## config.mk

```make
export PLATFORM = sky130hd
export DESIGN_NAME = boot_loader
export DESIGN_NICKNAME = d
export VERILOG_FILES = /design/src/rtl/boot_pkg.sv /design/src/rtl/boot_sum_accum.sv /design/src/rtl/boot_loader.sv
export SDC_FILE = /design/constraint.sdc
export NUM_CORES = 1
export LEC_CHECK = 0
export ABC_AREA = 1
export CORE_MARGIN = 2
export CORE_UTILIZATION = 47
export DETAILED_ROUTE_END_ITERATION = 12
export HOLD_SLACK_MARGIN = 0.08
export PLACE_DENSITY_LB_ADDON = 0.25
export RECOVER_POWER = 50
export SYNTH_ARGS = -nofsm -noshare
export SYNTH_HDL_FRONTEND = slang
export SYNTH_HIERARCHICAL = 1
export SYNTH_SLANG_ARGS = --single-unit
```

## constraint.sdc

```tcl
create_clock -name clk -period 2.1 [get_ports clk]
set_input_delay 0.42 -clock clk [delete_from_list [all_inputs] [get_ports clk]]
set_output_delay 0.42 -clock clk [all_outputs]
set_load 0.01 [all_outputs]
```

## src/rtl/boot_pkg.sv

```systemverilog
// Shared types and constants for the boot loader.
// Build with BOOT_VERIFY_EN defined to enable the readback verify pass.
package boot_pkg;

   typedef enum logic [2:0] {
      IDLE,
      LOAD,
      SETTLE,
      VERIFY,
      DONE,
      ERROR
   } state_t;

   localparam int PROG_DEPTH_DEF = 8;
   // Cycles from issuing a readback address to sampling ReadFromMemory.
   localparam int RB_LATENCY     = 2;
   // Wide enough to count 0..8 inclusive.
   localparam int CNT_W          = 4;

endpackage

```

## src/rtl/boot_sum_accum.sv

```systemverilog
// 8-bit clear/add accumulator with mod-256 wrap; clear has priority over add.
module boot_sum_accum (
   input  logic       clk,
   input  logic       reset_n,
   input  logic       clear,
   input  logic       add,
   input  logic [7:0] value,
   output logic [7:0] sum
);

   logic [7:0] sum_reg;

   always_ff @(posedge clk) begin
      if (!reset_n) begin
         sum_reg <= 8'h00;
      end else if (clear) begin
         sum_reg <= 8'h00;
      end else if (add) begin
         sum_reg <= sum_reg + value;
      end
   end

   assign sum = sum_reg;

endmodule

```

## src/rtl/boot_loader.sv

```systemverilog
// Boot-load writer: streams HPS bytes into program region 0..PROG_DEPTH-1 of the memory.
// Define BOOT_VERIFY_EN to add a readback pass that compares the region sum against checksum.
module boot_loader
   import boot_pkg::*;
#(
   parameter int PROG_DEPTH = PROG_DEPTH_DEF,
   parameter int ADDR_W     = 4
) (
   input  logic              clk,
   input  logic              reset_n,
   input  logic              start,
   input  logic              byte_valid,
   input  logic [7:0]        byte_data,
   output logic              byte_ready,
   output logic              BootLoad,
   output logic [ADDR_W-1:0] BootLoadAddress,
   output logic [7:0]        WriteToMemory,
   input  logic [7:0]        ReadFromMemory,
   output logic              busy,
   output logic              done,
   output logic              error,
   output logic [7:0]        checksum
);

   state_t            state_reg, state_next;
   logic [CNT_W-1:0]  cnt_reg;
   logic [ADDR_W-1:0] addr_reg;
   logic [7:0]        wdata_reg;
   logic              boot_load_reg;
   logic              busy_reg;
   logic              done_reg;
   logic              session_start;
   logic              accept;
   logic              last_byte;

   assign session_start = (state_reg == IDLE) && start;
   assign accept        = (state_reg == LOAD) && byte_valid;
   assign last_byte     = accept && (cnt_reg == CNT_W'(PROG_DEPTH - 1));

   boot_sum_accum u_write_sum (
      .clk     (clk),
      .reset_n (reset_n),
      .clear   (session_start),
      .add     (accept),
      .value   (byte_data),
      .sum     (checksum)
   );

`ifdef BOOT_VERIFY_EN
   logic [RB_LATENCY-1:0] vld_reg;
   logic [CNT_W-1:0]      rb_cnt_reg;
   logic [7:0]            rb_sum;
   logic                  issue;
   logic                  rb_done;
   logic                  rb_match;
   logic                  error_reg;

   // SETTLE issues address 0; VERIFY issues the rest until the counter reaches PROG_DEPTH.
   assign issue    = (state_reg == SETTLE) ||
                     ((state_reg == VERIFY) && (cnt_reg != CNT_W'(PROG_DEPTH)));
   assign rb_done  = (rb_cnt_reg == CNT_W'(PROG_DEPTH));
   assign rb_match = (rb_sum == checksum);

   boot_sum_accum u_read_sum (
      .clk     (clk),
      .reset_n (reset_n),
      .clear   (state_reg == SETTLE),
      .add     (vld_reg[RB_LATENCY-1]),
      .value   (ReadFromMemory),
      .sum     (rb_sum)
   );

   always_ff @(posedge clk) begin
      if (!reset_n) begin
         vld_reg    <= '0;
         rb_cnt_reg <= '0;
         error_reg  <= 1'b0;
      end else begin
         vld_reg <= {vld_reg[RB_LATENCY-2:0], issue};
         if (state_reg == SETTLE) begin
            rb_cnt_reg <= '0;
         end else if (vld_reg[RB_LATENCY-1]) begin
            rb_cnt_reg <= rb_cnt_reg + CNT_W'(1);
         end
         if (session_start) begin
            error_reg <= 1'b0;
         end else if (state_next == ERROR) begin
            error_reg <= 1'b1;
         end
      end
   end

   assign error = error_reg;
`else
   logic unused_readback;
   assign unused_readback = ^ReadFromMemory;
   assign error           = 1'b0;
`endif

   always_comb begin
      state_next = state_reg;
      case (state_reg)
         IDLE:   if (start) state_next = LOAD;
         LOAD:   if (last_byte) state_next = SETTLE;
`ifdef BOOT_VERIFY_EN
         SETTLE: state_next = VERIFY;
         VERIFY: if (rb_done) state_next = rb_match ? DONE : ERROR;
`else
         SETTLE: state_next = DONE;
         VERIFY: state_next = IDLE;
`endif
         DONE:   state_next = IDLE;
         ERROR:  state_next = IDLE;
         default: state_next = IDLE;
      endcase
   end

   // DONE and ERROR only flag the outcome; the register goes straight back to IDLE.
   always_ff @(posedge clk) begin
      if (!reset_n) begin
         state_reg <= IDLE;
      end else if ((state_next == DONE) || (state_next == ERROR)) begin
         state_reg <= IDLE;
      end else begin
         state_reg <= state_next;
      end
   end

   always_ff @(posedge clk) begin
      if (!reset_n) begin
         cnt_reg       <= '0;
         addr_reg      <= '0;
         wdata_reg     <= 8'h00;
         boot_load_reg <= 1'b0;
         busy_reg      <= 1'b0;
         done_reg      <= 1'b0;
      end else begin
         boot_load_reg <= (state_next == LOAD) || (state_next == SETTLE);
         busy_reg      <= (state_next == LOAD) || (state_next == SETTLE) ||
                          (state_next == VERIFY);
         if (session_start) begin
            done_reg <= 1'b0;
         end else if (state_next == DONE) begin
            done_reg <= 1'b1;
         end
         if (session_start) begin
            cnt_reg <= '0;
         end else if (accept) begin
            wdata_reg <= byte_data;
            addr_reg  <= ADDR_W'(cnt_reg);
            cnt_reg   <= cnt_reg + CNT_W'(1);
         end
`ifdef BOOT_VERIFY_EN
         else if (state_reg == SETTLE) begin
            addr_reg <= '0;
            cnt_reg  <= CNT_W'(1);
         end else if (issue) begin
            addr_reg <= ADDR_W'(cnt_reg);
            cnt_reg  <= cnt_reg + CNT_W'(1);
         end
`endif
      end
   end

   assign byte_ready      = (state_reg == LOAD);
   assign BootLoad        = boot_load_reg;
   assign BootLoadAddress = addr_reg;
   assign WriteToMemory   = wdata_reg;
   assign busy            = busy_reg;
   assign done            = done_reg;

endmodule

```

==> run_results.csv, run 1 <==
group,metric,value,unit
synth,ys_seq_area_share,38.5,%
global_routing,gr-usage-met2,31.9,%
floorplanning,dieWidth,61.6,um
floorplanning,initial_core_util,50.2,%
synth,ys.flop_type,"dfxtp_1",
hold_path,hp-class,"flip-flop to flip-flop",
critical_path,arrival,1530,ps
critical_path,critical_path_depth,4,
power_and_ir_drop,powerDensity,541,nW/um^2
timing,relSlewSlack,51.4,%
critical_path,path_cells,"inv_1 -> nand2_1 -> nor2_2 -> clkdlybuf4s50_1",
timing,holdWs,486,ps
final_layout,fillers,284,
critical_path,slowest_delay,570,ps
placed_design,place_area,1980,um^2
final_layout,areaGrowthSynthToFinish,30.1,%
timing,setup_viol_count_final,0,
power_and_ir_drop,p_seq_share,53.8,%
timing,final-max-slew-violation-count,0,
clock_tree,htree_levels,2,
critical_path,ff2ff_setup_slack,450,ps
timing,rsz0062_at_grt,"no",
critical_path,r2r_end,"u_write_sum/sum[6]",
clock_tree,clockRootBuffer,"clkbuf_4",
critical_path,path_class,"flip-flop to output pin",
global_routing,grt_pass1_vias,1240,
critical_path,slowest_stage,"clkdlybuf4s50_1",
synth,syn_area_per_cell,7.60,um^2
hold_path,hp-start,"BootLoadAddress[1]",
placed_design,gp_congestion,0.844,
final_layout,multi_input_area,811,um^2
clock_tree,cts_tree,"yes",
power_and_ir_drop,static-leakage-power,0.949,nW
power_and_ir_drop,internal_power,815,uW
synth,netlist_top_cells_count,"38 x nand2_1, 30 x dfxtp_1, 25 x nor2_1, 24 x inv_1, 13 x nor2_2",
clock_tree,clk_pin_slew_worst_paths,90,ps
timing,final_hold_viol_count,0,
critical_path,critPathBufInv,2,
final_layout,antenna_cells,0,
clock_tree,clock_latency,330,ps
synth,synth_edf_count,0,
timing,max_freq,0.512,GHz
synth,yosys_warnings,6,
critical_path,cp_max_fo,4,
floorplanning,row_count,20,
placed_design,io_buffers,35,
power_and_ir_drop,ir_drop,0.000373,V
power_and_ir_drop,combPwrFrac,13.1,%
drt,dr.pass1.iters,4,
critical_path,crit_path_start_kind,"flip-flop",
clock_tree,cts_resized,0,
drt,viasPerCell,4.73,
global_routing,top_usage_layer,"met2",
final_layout,fin_area,2030,um^2
timing,worst_pin_slew,726,ps
synth,yosysMostFrequentCell,"nand2_1",
drt,wl,3100,um
global_routing,grt_use_total,19.5,%
drt,wl_per_cell,10.5,um
power_and_ir_drop,switching_share,25.7,%
drt,route.detailed.drc,0,
timing,clock_skew,5.73,ps
drt,first_iter_violations,39,
synth,ys_ff_latch,30,
final_layout,seq_area,601,um^2
power_and_ir_drop,switchingPower,281,uW
synth,syn-instance-count,205,
critical_path,crit_start,"state_reg[1]",
placed_design,dpl.cell_count,286,
critical_path,critPathRequiredTime,1680,ps
global_routing,antenna_found_initial,0,
synth,synth.top_cell.area_share,38.5,%
timing,period_needed,1950,ps
synth,yosysUniqueCellTypes,29,
clock_tree,post_cts_buffers,0,
critical_path,cp_top_family,"buffers and inverters",
global_routing,grt_overflow,0,
clock_tree,ctsHoldBuffers,0,
job,cap_violations,0,
floorplanning,die_area,3790,um^2
global_routing,grt_pass1_wl,5420,um
floorplanning,ios,45,
global_routing,grt_use_met1,24.6,%
critical_path,endpoint_kind,"output pin",
critical_path,critical_path.reg2reg.startpoint,"u_write_sum/sum[0]",
timing,finalWorstSetupSlack,145,ps
final_layout,drive_above_1_share,15.6,%
clock_tree,cts_made_buffers,5,
clock_tree,cts_buffer_depth,2,
global_routing,grt_use_met3,3.78,%
final_layout,post-route-util,65.4,%
synth,async_flop_share,0,%
timing,period_share,93.1,%
placed_design,place_ws,-133,ps
clock_tree,cts.sinks,30,
power_and_ir_drop,pwr-share-clk,33.1,%
floorplanning,die_h,61.6,um
global_routing,grt_max_degree,17,
critical_path,critPathCapture,"byte_ready",
placed_design,place_hpwl,2350,um
drt,drtAntennaViolNets,0,
synth,synth_area,1560,um^2
critical_path,worstRegToRegCells,11,
floorplanning,core,3100,um^2
drt,vias,1391,
final_layout,final_cells,294,
synth,synth_top_area_cell,"dfxtp_1",
final_layout,num-nets-final,278,
outcome,status,"finished, final reports clean",
synth,synth_area_leaders,"dfxtp_1 39%, nand2_1 9.1%, ha_1 6.4%",
[per-layer routing]
metal  routed length [um]  vias up
li1                     -      741
met1                 1440      618
met2                 1460       27
met3                  147        5
met4                   49        0
met5                    0        -
[cells by family (layout without fill, tap and decap cells)]
kind of cell / after synthesis / after routing / synth area share (%)
other: 1 / 2 / 0.241
AO/OA/AOI/OAI: 29 / 29 / 10.1
flip-flops: 30 / 30 / 38.5
buffers and inverters: 31 / 75 / 8.91
XOR/XNOR: 3 / 3 / 2.17
AND/OR/NAND/NOR: 102 / 102 / 32.3
adder cells (fa/ha/maj): 9 / 9 / 7.70
[placed cells by master (no fill, tap or decap)]
cell type	count
buf_12	1
nand3_1	10
dfxtp_1	30
inv_1	24
a21oi_2	2
xor2_1	1
ha_1	8
nand3_2	1
xnor2_1	1
nand4_1	1
o211ai_1	2
nand2_2	4
o21ai_1	3
fa_1	1
o21ai_0	12
clkbuf_8	1
dlygate4sd3_1	3
nand2_1	40
nand3b_4	1
clkbuf_4	5
buf_4	4
or2_4	2
a21oi_1	10
nand2_4	1
conb_1	2
clkinv_2	1
inv_2	2
nand3b_1	3
nor2_1	26
clkbuf_1	2
nor2_2	13
clkdlybuf4s50_1	32
xnor2_2	1
[how the worst min path moves through the flow]
stage	to	slack, ps	cells past startpoint
floorplan	cnt_reg[3]	480	2
global placement	BootLoadAddress[1]	460	2
detailed placement	BootLoadAddress[1]	470	2
CTS	BootLoadAddress[1]	480	2
global route	BootLoadAddress[1]	500	2
finish	BootLoadAddress[1]	490	2
[tightest hold or removal path, cell delays in order (launching register included)]
cell	delay, ps
dfxtp_1	330
nand2_1	80
a21oi_2	50
[final cells by class]
type / count / share of cell area, %
inverter: 26 / 4.81
multi-input combinational: 145 / 40.0
tap: 44 / 2.71
timing repair buffer: 41 / 19.9
sequential: 30 / 29.6
clock inverter: 1 / 0.247
clock buffer: 7 / 2.71
[through the flow]
stage,TNS (ps),total power [mW]
after floorplan,0,0.685
after global placement,-183,0.750
after detailed placement,-241,0.751
after CTS,0,1.11
after global routing,0,1.15
final,0,1.10
[power by group through the flow]
stage               logic [mW]  clock network [mW]  registers [mW]
finish                   0.144               0.363           0.590
global route             0.161               0.400           0.592
CTS                      0.149               0.375           0.590
detailed placement       0.148                   0           0.603
global placement         0.147                   0           0.603
floorplan               0.0771                   0           0.607
Note: power is estimated with default switching activity, not from simulation.
==> inputs of run 2 (changes only) <==
CORE_ASPECT_RATIO = 0.5   (was default)
==> run 2 against run 1 <==
Setup slack better by 7.7 ps. Maximum frequency is 0.40% higher. First-iteration DRC count is 54% higher. Sequential cell count stayed put. Sequential share of layout area is 0.073 points lower. Clock power is 22% higher. Global-route usage is 0.080 points higher. Highest routed layer unchanged. Worst hold slack worse by 0.95 ps.
==> run_results.csv, run 2 (same netlist as run 1, synthesis figures left out) <==
group,metric,value,unit
outcome,status,"finished, final reports clean",
clock_tree,cts_buffer_depth,2,
timing,final_hold_viol_count,0,
clock_tree,clockRootBuffer,"clkbuf_8",
floorplanning,dieWidth,85.5,um
final_layout,final_cell_mix,"39 x nand2_1, 30 x dfxtp_1, 29 x clkdlybuf4s50_1",
global_routing,grt_overflow,0,
drt,wl_per_cell,12.0,um
critical_path,slowest_delay,570,ps
timing,max_freq,0.514,GHz
floorplanning,row_count,14,
floorplanning,die_h,44.7,um
drt,route.detailed.drc,0,
placed_design,place_area,1970,um^2
clock_tree,cts_resized,0,
final_layout,final_common_cell,"nand2_1",
clock_tree,cts_made_buffers,5,
power_and_ir_drop,static-leakage-power,0.961,nW
placed_design,place_hpwl,2490,um
timing,setup_viol_count_final,0,
global_routing,grt_pass1_vias,1300,
critical_path,cp_top_family,"buffers and inverters",
clock_tree,htree_levels,2,
clock_tree,clock_latency,280,ps
global_routing,grt_max_degree,32,
timing,period_needed,1950,ps
timing,period_share,92.7,%
final_layout,fillers,281,
final_layout,areaGrowthSynthToFinish,30.4,%
clock_tree,clk_pin_slew_worst_paths,70,ps
placed_design,gp_congestion,0.763,
global_routing,grt_pass1_wl,5700,um
power_and_ir_drop,ir_drop,0.000350,V
final_layout,drive_above_1_share,14.9,%
drt,dr.pass1.iters,4,
timing,holdWs,485,ps
final_layout,antenna_cells,0,
drt,first_iter_violations,60,
critical_path,endpoint_kind,"output pin",
clock_tree,cts.sinks,30,
critical_path,arrival,1530,ps
floorplanning,die_area,3820,um^2
floorplanning,ios,45,
drt,drtAntennaViolNets,0,
timing,clock_skew,5.49,ps
final_layout,fin_area,2030,um^2
critical_path,path_cells,"inv_1 -> nand2_1 -> nor2_2 -> clkdlybuf4s50_1",
critical_path,critPathBufInv,2,
final_layout,final_cells,288,
critical_path,slowest_stage,"clkdlybuf4s50_1",
critical_path,critPathRequiredTime,1680,ps
drt,wl,3450,um
critical_path,cp_max_fo,4,
job,cap_violations,0,
final_layout,num-nets-final,277,
global_routing,antenna_found_initial,0,
clock_tree,post_cts_buffers,0,
drt,vias,1395,
drt,viasPerCell,4.84,
power_and_ir_drop,powerDensity,580,nW/um^2
timing,rsz0062_at_grt,"no",
critical_path,path_class,"flip-flop to output pin",
clock_tree,ctsHoldBuffers,0,
placed_design,dpl.cell_count,281,
clock_tree,cts_tree,"yes",
timing,final-max-slew-violation-count,0,
critical_path,crit_path_start_kind,"flip-flop",
hold_path,hp-class,"flip-flop to flip-flop",
global_routing,grt_use_total,19.6,%
critical_path,ff2ff_setup_slack,440,ps
final_layout,post-route-util,65.9,%
floorplanning,initial_core_util,50.6,%
floorplanning,core,3080,um^2
placed_design,io_buffers,35,
==> run 2: cell types whose count changed in the layout (fill, tap and decap cells not counted), sizes merged <==
cell	change
buf	-1
clkbuf	-2
clkdlybuf4s50	-3
clkinv	+1
dlygate4sd3	+3
==> run 2: where the power goes <==
group          switching (mW)  internal, mW
combinational          0.0754        0.0702
sequential            0.00795         0.582
clock                   0.222         0.222
total                   0.305         0.874
==> run 2: worst reg2reg max path: cells and delay by family (launching register included) <==
| kind | cells | cell delay, ps |
|---|---|---|
| flip-flops | 1 | 350 |
| AND/OR/NAND/NOR | 7 | 510 |
| adder cells (fa/ha/maj) | 2 | 560 |
| buffers and inverters | 2 | 120 |
==> run 2: final cells by class <==
class	instances	area, um^2	area share, %
Multi-Input combinational cell	145	810	39.8
Sequential cell	30	601	29.5
Timing Repair Buffer	40	397	19.5
Inverter	26	97.6	4.80
Clock buffer	5	68.8	3.38
Tap cell	40	50.0	2.46
Clock inverter	2	10.0	0.492
==> run 2: path summary, 6_finish.rpt <==
path,startpoint,to,depth (start not counted)
hold / removal,BootLoadAddress[1],BootLoadAddress[1],2
hold reg to reg,BootLoadAddress[1],BootLoadAddress[1],2
setup reg to reg,u_write_sum/sum[0],u_write_sum/sum[6],11
setup / recovery,state_reg[1],byte_ready,4
==> run 2: per-stage QoR <==
step / worst slack (ps) / total power [mW] / TNS [ps]
global placement: -79.9 / 0.749 / -141
global route: 48.6 / 1.23 / 0
detailed placement: -97.6 / 0.752 / -173
finish: 153 / 1.18 / 0
floorplan: 481 / 0.685 / 0
CTS: 147 / 1.19 / 0
==> run 2: per-layer routing <==
layer | global-route usage, % | vias to the layer above | share of wire (%)
met5 | 0 | - | 0
met4 | 7.62 | 0 | 1.2
met3 | 5.67 | 8 | 4.6
met2 | 33.3 | 28 | 46
met1 | 24.2 | 632 | 48
li1 | - | 727 | -
